===== config.mk =====
export PLATFORM = sky130hd
export DESIGN_NAME = cnn_layer_accel_sys_mem_rd_arb_flat
export DESIGN_NICKNAME = d
export VERILOG_FILES = /design/src/rtl/cnn_layer_accel_sys_mem_rd_arb_if.sv /design/src/rtl/cnn_layer_accel_sys_mem_rd_arb.sv /design/src/flat_wrapper.sv
export SDC_FILE = /design/constraint.sdc
export NUM_CORES = 1
export LEC_CHECK = 0
export CAP_MARGIN = 20
export CORE_UTILIZATION = 39
export CTS_BUF_LIST = sky130_fd_sc_hd__clkbuf_4
export CTS_CLUSTER_SIZE = 10
export DETAILED_ROUTE_END_ITERATION = 8
export GPL_TIMING_DRIVEN = 1
export HOLD_SLACK_MARGIN = 0.08
export PLACE_DENSITY = 0.8
export SLEW_MARGIN = 20
export SYNTH_ARGS = -nofsm -noshare
export SYNTH_HDL_FRONTEND = slang
export SYNTH_SLANG_ARGS = --single-unit

===== constraint.sdc =====
create_clock -name clk_intf -period 2.2 [get_ports clk_intf]
set_clock_uncertainty 0.1 [all_clocks]
set_input_delay 0.22 -clock clk_intf [delete_from_list [all_inputs] [get_ports clk_intf]]
set_output_delay 0.22 -clock clk_intf [all_outputs]
set_load 0.03 [all_outputs]

===== src/rtl/cnn_layer_accel_sys_mem_rd_arb_if.sv =====
// Read-arbiter bundle: per-requester request/address/length/status plus the AXI read-master command side.
// Carries no state and adds no latency.
// Backpressure is handled by the level requests and the axi_rd_req/axi_rd_req_ack command handshake.
interface cnn_layer_accel_sys_mem_rd_arb_if #(
    parameter int C_NUM_RD_ID = 4,
    parameter int C_ADDR_WTH  = 32,
    parameter int C_LEN_WTH   = 16
);
    localparam int ID_W = (C_NUM_RD_ID > 1) ? $clog2(C_NUM_RD_ID) : 1;

    logic [C_NUM_RD_ID-1:0]            sys_mem_read_req;
    logic [C_NUM_RD_ID*C_ADDR_WTH-1:0] sys_mem_read_addr;
    logic [C_NUM_RD_ID*C_LEN_WTH-1:0]  sys_mem_read_len;
    logic [C_NUM_RD_ID-1:0]            sys_mem_read_req_ack;
    logic [C_NUM_RD_ID-1:0]            sys_mem_read_in_prog;
    logic [C_NUM_RD_ID-1:0]            sys_mem_read_cmpl;
    logic                              axi_rd_req;
    logic [C_ADDR_WTH-1:0]             axi_rd_addr;
    logic [C_LEN_WTH-1:0]              axi_rd_len;
    logic                              axi_rd_req_ack;
    logic                              axi_rd_data_vld;
    logic [ID_W-1:0]                   axi_rd_id;

    // Requesters and AXI master side (the environment around the arbiter).
    modport master (
        output sys_mem_read_req, sys_mem_read_addr, sys_mem_read_len,
        output axi_rd_req_ack, axi_rd_data_vld,
        input  sys_mem_read_req_ack, sys_mem_read_in_prog, sys_mem_read_cmpl,
        input  axi_rd_req, axi_rd_addr, axi_rd_len, axi_rd_id
    );

    // The arbiter itself.
    modport slave (
        input  sys_mem_read_req, sys_mem_read_addr, sys_mem_read_len,
        input  axi_rd_req_ack, axi_rd_data_vld,
        output sys_mem_read_req_ack, sys_mem_read_in_prog, sys_mem_read_cmpl,
        output axi_rd_req, axi_rd_addr, axi_rd_len, axi_rd_id
    );
endinterface


===== src/rtl/cnn_layer_accel_sys_mem_rd_arb.sv =====
// Arbitrates C_NUM_RD_ID read requesters onto one AXI read master; round-robin, or fixed priority with SYS_MEM_RD_ARB_FIXED_PRIO_EN.
// Latency: grant registered one cycle after a request is seen in IDLE; re-arbitration one cycle after DONE.
// Backpressure: the command is held until axi_rd_req_ack; requests are only sampled in IDLE.
module cnn_layer_accel_sys_mem_rd_arb #(
    parameter int C_NUM_RD_ID = 4,
    parameter int C_ADDR_WTH  = 32,
    parameter int C_LEN_WTH   = 16
) (
    input logic                             clk_intf,
    input logic                             rst,
    cnn_layer_accel_sys_mem_rd_arb_if.slave bus
);
    localparam int ID_W = (C_NUM_RD_ID > 1) ? $clog2(C_NUM_RD_ID) : 1;

    typedef enum logic [1:0] {IDLE, CMD, XFER, DONE} state_t;

    state_t                state;
    state_t                state_nxt;
    logic [ID_W-1:0]       owner;
    logic [C_ADDR_WTH-1:0] addr_r;
    logic [C_LEN_WTH-1:0]  len_r;
    logic [C_LEN_WTH-1:0]  cnt;
    logic                  any_req;
    logic [ID_W-1:0]       win;
    logic                  grant;

`ifndef SYS_MEM_RD_ARB_FIXED_PRIO_EN
    logic [ID_W-1:0]       last_grant;
`endif

    assign grant = (state == IDLE) && any_req;

    // Pick the winning requester from the current request vector.
    always_comb begin
        any_req = 1'b0;
        win     = '0;
`ifdef SYS_MEM_RD_ARB_FIXED_PRIO_EN
        // Scan downwards so the lowest set index is the last one written.
        for (int k = C_NUM_RD_ID - 1; k >= 0; k--) begin
            if (bus.sys_mem_read_req[ID_W'(k)]) begin
                any_req = 1'b1;
                win     = ID_W'(k);
            end
        end
`else
        // Search starts just after the previous winner, wrapping at C_NUM_RD_ID.
        for (int k = 0; k < C_NUM_RD_ID; k++) begin
            int idx;
            idx = int'(last_grant) + 1 + k;
            if (idx >= C_NUM_RD_ID) idx = idx - C_NUM_RD_ID;
            if (idx >= C_NUM_RD_ID) idx = idx - C_NUM_RD_ID;
            if (!any_req && bus.sys_mem_read_req[ID_W'(idx)]) begin
                any_req = 1'b1;
                win     = ID_W'(idx);
            end
        end
`endif
    end

    // State register.
    always_ff @(posedge clk_intf) begin
        if (!rst) state <= IDLE;
        else      state <= state_nxt;
    end

`ifndef SYS_MEM_RD_ARB_FIXED_PRIO_EN
    // Remember the last winner; reset value makes requester 0 win first.
    always_ff @(posedge clk_intf) begin
        if (!rst)       last_grant <= ID_W'(C_NUM_RD_ID - 1);
        else if (grant) last_grant <= win;
    end
`endif

    // Capture the winner's command on grant and count beats during XFER only.
    always_ff @(posedge clk_intf) begin
        if (!rst) begin
            owner  <= '0;
            addr_r <= '0;
            len_r  <= '0;
            cnt    <= '0;
        end else if (grant) begin
            owner  <= win;
            addr_r <= C_ADDR_WTH'(bus.sys_mem_read_addr >> (int'(win) * C_ADDR_WTH));
            len_r  <= C_LEN_WTH'(bus.sys_mem_read_len >> (int'(win) * C_LEN_WTH));
            cnt    <= '0;
        end else if (state == XFER && bus.axi_rd_data_vld) begin
            cnt <= cnt + 1'b1;
        end
    end

    // Next-state logic and one-hot status outputs keyed by the registered owner.
    always_comb begin
        state_nxt                = state;
        bus.axi_rd_req           = 1'b0;
        bus.axi_rd_addr          = '0;
        bus.axi_rd_len           = '0;
        bus.axi_rd_id            = '0;
        bus.sys_mem_read_req_ack = '0;
        bus.sys_mem_read_in_prog = '0;
        bus.sys_mem_read_cmpl    = '0;
        case (state)
            IDLE: begin
                if (any_req) state_nxt = CMD;
            end
            CMD: begin
                bus.axi_rd_req  = 1'b1;
                bus.axi_rd_addr = addr_r;
                bus.axi_rd_len  = len_r;
                bus.axi_rd_id   = owner;
                if (bus.axi_rd_req_ack) begin
                    bus.sys_mem_read_req_ack[owner] = 1'b1;
                    state_nxt = (len_r == '0) ? DONE : XFER;
                end
            end
            XFER: begin
                bus.sys_mem_read_in_prog[owner] = 1'b1;
                bus.axi_rd_id = owner;
                if (bus.axi_rd_data_vld && cnt == len_r - 1'b1) state_nxt = DONE;
            end
            DONE: begin
                bus.sys_mem_read_cmpl[owner] = 1'b1;
                bus.axi_rd_id = owner;
                state_nxt = IDLE;
            end
            default: state_nxt = IDLE;
        endcase
    end
endmodule

===== src/flat_wrapper.sv =====
// flat-port wrapper written by rule: the top's interface ports become plain ports
module cnn_layer_accel_sys_mem_rd_arb_flat 
#(
    parameter int C_NUM_RD_ID = 4,
    parameter int C_ADDR_WTH  = 32,
    parameter int C_LEN_WTH   = 16
)
  (clk_intf, rst, bus_sys_mem_read_req, bus_sys_mem_read_addr, bus_sys_mem_read_len, bus_axi_rd_req_ack, bus_axi_rd_data_vld, bus_sys_mem_read_req_ack, bus_sys_mem_read_in_prog, bus_sys_mem_read_cmpl, bus_axi_rd_req, bus_axi_rd_addr, bus_axi_rd_len, bus_axi_rd_id);
  cnn_layer_accel_sys_mem_rd_arb_if #(.C_NUM_RD_ID(C_NUM_RD_ID), .C_ADDR_WTH(C_ADDR_WTH), .C_LEN_WTH(C_LEN_WTH)) bus_i ();
  input logic clk_intf;
  input logic rst;
  input wire logic [$bits(bus_i.sys_mem_read_req)-1:0] bus_sys_mem_read_req;
  input wire logic [$bits(bus_i.sys_mem_read_addr)-1:0] bus_sys_mem_read_addr;
  input wire logic [$bits(bus_i.sys_mem_read_len)-1:0] bus_sys_mem_read_len;
  input wire logic [$bits(bus_i.axi_rd_req_ack)-1:0] bus_axi_rd_req_ack;
  input wire logic [$bits(bus_i.axi_rd_data_vld)-1:0] bus_axi_rd_data_vld;
  output wire logic [$bits(bus_i.sys_mem_read_req_ack)-1:0] bus_sys_mem_read_req_ack;
  output wire logic [$bits(bus_i.sys_mem_read_in_prog)-1:0] bus_sys_mem_read_in_prog;
  output wire logic [$bits(bus_i.sys_mem_read_cmpl)-1:0] bus_sys_mem_read_cmpl;
  output wire logic [$bits(bus_i.axi_rd_req)-1:0] bus_axi_rd_req;
  output wire logic [$bits(bus_i.axi_rd_addr)-1:0] bus_axi_rd_addr;
  output wire logic [$bits(bus_i.axi_rd_len)-1:0] bus_axi_rd_len;
  output wire logic [$bits(bus_i.axi_rd_id)-1:0] bus_axi_rd_id;
  assign bus_i.sys_mem_read_req = bus_sys_mem_read_req;
  assign bus_i.sys_mem_read_addr = bus_sys_mem_read_addr;
  assign bus_i.sys_mem_read_len = bus_sys_mem_read_len;
  assign bus_i.axi_rd_req_ack = bus_axi_rd_req_ack;
  assign bus_i.axi_rd_data_vld = bus_axi_rd_data_vld;
  assign bus_sys_mem_read_req_ack = bus_i.sys_mem_read_req_ack;
  assign bus_sys_mem_read_in_prog = bus_i.sys_mem_read_in_prog;
  assign bus_sys_mem_read_cmpl = bus_i.sys_mem_read_cmpl;
  assign bus_axi_rd_req = bus_i.axi_rd_req;
  assign bus_axi_rd_addr = bus_i.axi_rd_addr;
  assign bus_axi_rd_len = bus_i.axi_rd_len;
  assign bus_axi_rd_id = bus_i.axi_rd_id;
  cnn_layer_accel_sys_mem_rd_arb #(.C_NUM_RD_ID(C_NUM_RD_ID), .C_ADDR_WTH(C_ADDR_WTH), .C_LEN_WTH(C_LEN_WTH)) u_core (.clk_intf(clk_intf), .rst(rst), .bus(bus_i));
endmodule

# Word-level counts from Yosys, hierarchy flattened
# Cells that the tools add are included.
[word_totals]
reg_bits = 70
inputBits = 200
output_inout_bits = 63
[classes]
addsub = 14
order_cmp = 14
eq_ne = 7
shift = 2
muxes = 43
bitwise = 1
reduce_logical = 15
[op_table]
columns = ["operator", "count"]
rows = [
  [">= comparator 32 x 4 -> 1 bit (second input constant)", 8],
  ["2-to-1 mux 32 bit", 5],
  [">> shifter 128 x 7 -> 32 bit", 1],
  ["subtractor 32 x 4 -> 32 bit (second input constant)", 4],
  ["adder 32 x 3 -> 32 bit (second input constant)", 2],
  [">> shifter 64 x 6 -> 16 bit", 1],
  ["adder 32 x 2 -> 32 bit (second input constant)", 1],
  ["2-to-1 mux 2 bit", 12],
  ["adder 16 x 1 -> 16 bit (second input constant)", 1],
  ["== test 16 bit", 1],
  ["zero test 16 bit", 1],
  ["less-than comparator 2 x 4 -> 1 bit (second input constant)", 4],
  ["2-to-1 mux 16 bit", 1],
  ["2-to-1 mux 4 bit", 4],
  ["subtractor 16 x 1 -> 16 bit (second input constant)", 1],
  ["2-to-1 mux 1 bit", 15],
  ["binary-select mux 1 bit (select 2 bit)", 4],
  ["case mux 2 bit (4 select lines)", 1],
  ["subtractor 2 x 1 -> 2 bit (second input constant)", 4],
  ["logical AND 1 bit", 7],
  ["== test 2 bit (second input constant)", 2],
  ["inequality test 2 bit (second input constant)", 2],
  ["adder 2 x 1 -> 3 bit (second input constant)", 1],
  ["zero test 1 bit", 3],
  ["other kinds (10)", 10],
]

# Depth between registers and ports, before layout
# Gate-level depths: netlist of the first run.
[logic_depth]
depth_word = 20
ltp_mapped = 11

# Least setup slack after synthesis of the first run
# OpenSTA, ideal clock, no wires.
[synth_path]
path_kind = "register -> register"
start = "reg u_core.len_r[0]"
end = "reg u_core.state[1]"
setup_ps = 142
arrival_time_ps = 2135
t_required_ps = 1958
path_slack_ps = -177
stages_incl_launch_ff = 11
path_buffers = 1
period_less_slack_ps = 2377
path_cell_list = "dfxtp_1 -> buf_2 -> inv_1 -> ha_1 -> xor2_1 -> nand2_1 -> a2111oi_2 -> o2111ai_1 -> a2111oi_4 -> mux2i_1 -> o311ai_0"
[synth_via]
elab_chain_cells = 5
[synth_lines]
columns = ["element", "line_no", "source"]
rows = [
  ["from (decl)", "cnn_layer_accel_sys_mem_rd_arb.sv:21", "logic [C_LEN_WTH-1:0] len_r;"],
  ["from (signal assigned)", "cnn_layer_accel_sys_mem_rd_arb.sv:84", "len_r <= C_LEN_WTH'(bus.sys_mem_read_len >> (int'(win) * C_LEN_WTH));"],
  ["subtractor 16 x 1 -> 16 bit", "cnn_layer_accel_sys_mem_rd_arb.sv:118", "if (bus.axi_rd_data_vld && cnt == len_r - 1'b1) state_nxt = DONE;"],
  ["== test 16 bit", "cnn_layer_accel_sys_mem_rd_arb.sv:118", ""],
  ["logical AND 1 bit", "cnn_layer_accel_sys_mem_rd_arb.sv:118", ""],
  ["inequality test 2 bit (no line)", "-", ""],
  ["AND reduction 3 bit (no line)", "-", ""],
  ["to (signal assigned)", "cnn_layer_accel_sys_mem_rd_arb.sv:63", "else state <= state_nxt;"],
  ["to (decl)", "cnn_layer_accel_sys_mem_rd_arb.sv:17", "state_t state;"],
]
# No other way between the ends.
# A chain may end at the register's enable or synchronous reset.

# Final worst setup path of the first run
[layout_path]
start = "reg u_core.len_r[3]"
end = "reg u_core.state[1]"
# The elaborated chain is that of the path after synthesis.

==> results of run 1 <==
==> layer usage <==
metal / share of wire, % / routed length, um / GRT usage (%)
met3: 7.6 / 1560 / 6.56
met4: 3.0 / 612 / 9.95
met2: 51 / 10400 / 49.8
met1: 39 / 7860 / 33.3
met5: 0 / 0 / 0
==> cell usage in the layout, fill, tap and decap left out, types with 14 or more instances in the layout <==
| cell type | netlist | layout |
|---|---|---|
| a21boi_0 | 49 | 49 |
| dfxtp_1 | 70 | 61 |
| nand3_1 | 153 | 153 |
| and2_1 | 51 | 51 |
| clkdlybuf4s50_1 | 0 | 198 |
| xor2_1 | 18 | 18 |
| buf_12 | 0 | 14 |
| buf_4 | 1 | 61 |
| nand2_1 | 260 | 259 |
| nor2_1 | 27 | 26 |
| dlygate4sd2_1 | 0 | 35 |
| buf_2 | 12 | 16 |
==> area by class of cell <==
cell class                 count  share of cell area, %
clock inverter                 7                   1.25
timing repair buffer         341                   36.4
sequential                    70                   15.7
multi-input combinational    683                   43.0
tap                          176                   2.44
inverter                       9                  0.457
clock buffer                   9                  0.748
==> flip-flops by register name, summed over array words and instances, names as in the netlist <==
signal	count
u_core.addr_r	32
u_core.cnt	16
u_core.last_grant	2
u_core.len_r	16
u_core.owner	2
u_core.state	2
==> worst max-delay path, stage by stage (launching register included) <==
cell,delay (ns)
dfxtp_2,0.36
buf_6,0.13
or3_4,0.38
o211a_1,0.23
a21oi_1,0.21
o2111ai_2,0.18
a2111oi_4,0.33
mux2i_1,0.24
o311ai_1,0.13
==> through the flow <==
step                      TNS (ns)  power, mW  area (sq um)
after global routing        -0.614       10.4          9030
after global placement      -0.729       8.12          8720
after CTS                   -0.791       9.55          9050
final                       -0.365       9.73          9030
after detailed placement     -1.71       8.23          8720
after floorplan                  0       5.75          5520
==> worst paths after layout <==
kind                       end  slack, ns  cells past startpoint
max            u_core.state[1]      -0.19                      8
min            u_core.len_r[0]       0.17                      2
max reg2reg    u_core.state[1]      -0.19                      8
min reg2reg  u_core.addr_r[21]       0.36                      2
==> where the power goes <==
part / total [mW] / switching [mW] / internal [mW]
Sequential: 2.04 / 0.353 / 1.69
Clock: 1.06 / 0.490 / 0.567
Combinational: 6.63 / 3.69 / 2.94
==> cell families (layout without fill, tap and decap cells) <==
kind of cell | count (synthesis) | in the layout | share of synthesized area, %
flops | 70 | 70 | 25.7
compound gates | 96 | 96 | 13.3
buf+inv | 85 | 366 | 6.77
simple gates | 547 | 547 | 47.2
mux | 4 | 4 | 0.734
xor+xnor | 29 | 29 | 4.66
fa+ha+maj | 7 | 7 | 1.61
==> repair_timing <==
action,CTS,global route
resized for setup,120,60
pin swaps,3,4
setup buffers,5,3
cloned,1,1
endpoints found under the setup margin,65,41
==> flow_summary.ini, run 1 <==
[run_status]
status = finished with violations
violations = negative setup slack

[logic_synthesis]
synth_ff_type = dfxtp_1
synthTopCellsByArea = dfxtp_1 (26%), nand2_1 (18%), nand3_1 (14%)
synth.cell_area_sq_um = 5460
synthesis.nets = 1045
avgSynthCellArea_sq_um = 6.51
yosysUniqueCellTypes = 58
synthTopCellsByCount = nand2_1 (260), nand3_1 (153), dfxtp_1 (70)
synth-seq-area-share_pct = 25.7
yosysMostFrequentCell = nand2_1
synth-edff-count = 0
yosys_warnings = 0
synthArstFlopShare_pct = 0
ys_ff_latch = 70
yosys.area.top_type = dfxtp_1
synthCells = 838
synthDominantCellAreaShare_pct = 25.7

[timing]
fin_crit_sh_pct = 109
worst_hold_slack_ns = 0.174
max_freq_ghz = 0.419
maxSlewHeadroom_pct = 68.4
finalWorstSetupSlack_ns = -0.189
fin_crit_ns = 2.39
rsz0062_at_grt = true
max_slew.worst_pin.slew_ns = 0.474
setup_viol = 3
hold_viol_final = 0
maxSlewViolCount = 0

[route]
vias = 6829
drtIter0Drc = 460
drc = 0
post_drt_wl_per_cell_um = 15.7
vias_per_cell = 5.27
dr.pass1.iters = 5
ant_nets = 0
wirelength_mm = 20.4

[clock_network]
cts_hold_buf = 0
clock_path_buffers = 2
clkLatencyLatePin_ns = 0.43
clk_pin_slew_ns = 0.12
cts_buffers = 9
cts_tree = built
cts-root-buf = clkbuf_4
htree_levels = 3
cts_sinks = 70

[layout]
instances_no_fill = 1295
final_util_pct = 67.2
n_fill_cell = 1208
diodes = 0
regArea_sq_um = 1420
nNetsFinal = 1321
multi_input_area_sq_um = 3880
area_growth_pct = 65.6
drive_above_1_share_pct = 14.7

[critical_path]
worstPathRequired_ns = 2.42
crit_start = u_core.len_r[3]
critPathArrivalTime_ns = 2.60
critPathMaxFanout = 4
setup.worst_path.class = flip-flop to flip-flop
reg2reg_from = u_core.len_r[3]
critPathLaunchType = flip-flop
endpoint_kind = flip-flop

[grt]
grt_start_max_net_pins = 47
antenna_found_initial = 0
grt_pass1_vias = 6535
grt_overflow = 0
grt_pass1_wl_mm = 32.4
grt.total_usage_pct = 28.2

[floorplanning]
die_y_um = 120
dieArea_sq_um = 14500
core-area_sq_um = 13500
num_rows = 42
boundaryPins = 263
die_x_um = 120
initial_core_util_pct = 40.6

[power_and_ir_drop]
cellLeakagePower_nw = 3.97
ir_worst_vdd_v = 0.000725
power.density_nw_per_um2 = 1080

[placed_design]
portBuffers = 262
dp_cells = 1269
place_ws_ns = -0.358
routabilityCongestion = 0.886
dpl.hpwl_mm = 15.2

[flow_run]
maxCapViolations = 0

[worst_hold_path]
hp-start = rst
min_path_type = primary input to flip-flop
No activity file was read; power rests on OpenSTA's default activity.
==> inputs of run 2 (changes only) <==
CORE_MARGIN = 3   (was not set)
==> run 2 against run 1 <==
  * The run still ends with negative setup slack left
  * Final cell count fell by 0.23%
  * Fmax rose by 0.43%
  * Clock power fell by 21%
  * Via count fell by 1.5%
  * First-iteration DRC count fell by 7.8%
  * Core utilization fell by 1.0 points
  * Flip-flop and latch count did not move
  * Clock-buffer cell count rose by 2
  * Combinational power fell by 3%
  * Critical endpoint unchanged
==> flow_summary.ini, run 2 (synthesis results as in run 1) <==
[power_and_ir_drop]
power.density_nw_per_um2 = 1040
ir_worst_vdd_v = 0.000514
cellLeakagePower_nw = 3.84

[clock_network]
clk_pin_slew_ns = 0.12
cts_tree = built
htree_levels = 3
cts_sinks = 70
clock_path_buffers = 2
cts-root-buf = clkbuf_4
clkLatencyLatePin_ns = 0.43
cts_buffers = 9

[critical_path]
critPathArrivalTime_ns = 2.60
critPathMaxFanout = 3
endpoint_kind = flip-flop
setup.worst_path.class = flip-flop to flip-flop
rr_worst_depth = 8
critPathLaunchType = flip-flop
worstPathRequired_ns = 2.42

[grt]
antenna_found_initial = 1
grt_pass1_wl_mm = 31.5
grt-busiest-layer = met2
grt_start_max_net_pins = 38
grtUsageMet2_pct = 43.3
gr-usage-met1_pct = 29.4
grt_pass1_vias = 6255
grt.total_usage_pct = 24.8
grt_overflow = 0
use_met3_pct = 6.56

[layout]
instances_no_fill = 1292
final_util_pct = 66.1
layout_common_cells = nand2_1 (258), clkdlybuf4s50_1 (198), nand3_1 (153)
fin_area_sq_um = 8900
drive_above_1_share_pct = 14.8
n_fill_cell = 1229
area_growth_pct = 63.1
top_regs = u_core.addr_r: 32 flops, u_core.cnt: 16 flops, u_core.len_r: 16 flops
largest_register = u_core.addr_r
largest_reg_flops = 32
nNetsFinal = 1317
final_common_cell = nand2_1

[route]
dr.pass1.iters = 4
drtIter0Drc = 424
ant_nets = 0
post_drt_wl_per_cell_um = 15.8
vias = 6724
vias_per_cell = 5.20
drc = 0
wirelength_mm = 20.5

[floorplanning]
initial_core_util_pct = 40.6
boundaryPins = 263
core-area_sq_um = 13500
dieArea_sq_um = 15400
num_rows = 42
die_y_um = 124
die_x_um = 124

[placed_design]
dpl.hpwl_mm = 15.8
dp_cells = 1266
portBuffers = 262
placed_area_sq_um = 8720
routabilityCongestion = 0.950
place_ws_ns = -0.360

[flow_run]
maxCapViolations = 0

[timing]
hold_viol_final = 0
fin_crit_sh_pct = 108
max_freq_ghz = 0.420
max_slew.worst_pin.slew_ns = 0.561
rsz0062_at_grt = true
finalWorstSetupSlack_ns = -0.179
fin_crit_ns = 2.38
tns_ns = -0.328
setup_viol = 2
maxSlewHeadroom_pct = 62.6
maxSlewViolCount = 0

[worst_hold_path]
min_path_type = primary input to flip-flop
hold_path_depth = 2

[run_status]
status = finished with violations
violations = negative setup slack
-- run 2: final cells by class --
class / count / area [sq um] / area share, %
well taps: 176 / 220 / 2.47
inverters: 9 / 33.8 / 0.380
repair buffers: 336 / 3210 / 36.1
clock inverters: 5 / 50.0 / 0.562
flip-flops and latches: 70 / 1420 / 15.9
diodes: 1 / 2.50 / 0.0281
clock buffers: 11 / 82.6 / 0.928
multi-input cells: 684 / 3880 / 43.6
-- run 2: through the flow --
step,hold slack [ns],total power [mW]
floorplan,0.339,5.75
global placement,0.345,8.18
detailed placement,0.354,8.27
CTS,0.206,9.16
global route,0.232,9.97
finish,0.213,9.28
-- run 2: final timing paths --
| check | from | end | slack [ns] |
|---|---|---|---|
| worst max-delay path | u_core.len_r[4] | u_core.state[1] | -0.18 |
| worst min-delay path | rst | u_core.len_r[4] | 0.21 |
| worst max register to register | u_core.len_r[4] | u_core.state[1] | -0.18 |
| worst min register to register | u_core.addr_r[20] | u_core.addr_r[20] | 0.37 |
-- run 2: per-layer routing --
metal | part of all wire, % | vias up | wire length [um]
met1 | 40 | 3073 | 8130
li1 | - | 3357 | -
met2 | 50 | 252 | 10200
met5 | 0 | - | 0
met4 | 3.0 | 0 | 611
met3 | 7.3 | 42 | 1490
-- run 2: critical path, cell delays in order, from the launching register on --
cell and delay, ns:
dfxtp_2 0.34, buf_6 0.11, or3_4 0.41, nor4b_4 0.27, xnor2_1 0.18, o2111ai_2 0.16, a2111oi_4 0.37, mux2i_1 0.23
o311ai_1 0.10
-- run 2: repair_timing --
item | 4_1_cts | 5_1_grt
gates resized for setup | 96 | 62
hold buffers | 0 | 0
setup buffers | 1 | 7
gates cloned | 0 | 1
pin swaps | 4 | 9
endpoints found under the setup margin | 63 | 53
-- run 2: where the power goes --
part	internal [mW]	switching, mW
sequential	1.68	0.326
clock	0.363	0.476
combinational	2.80	3.63
total	4.85	4.44
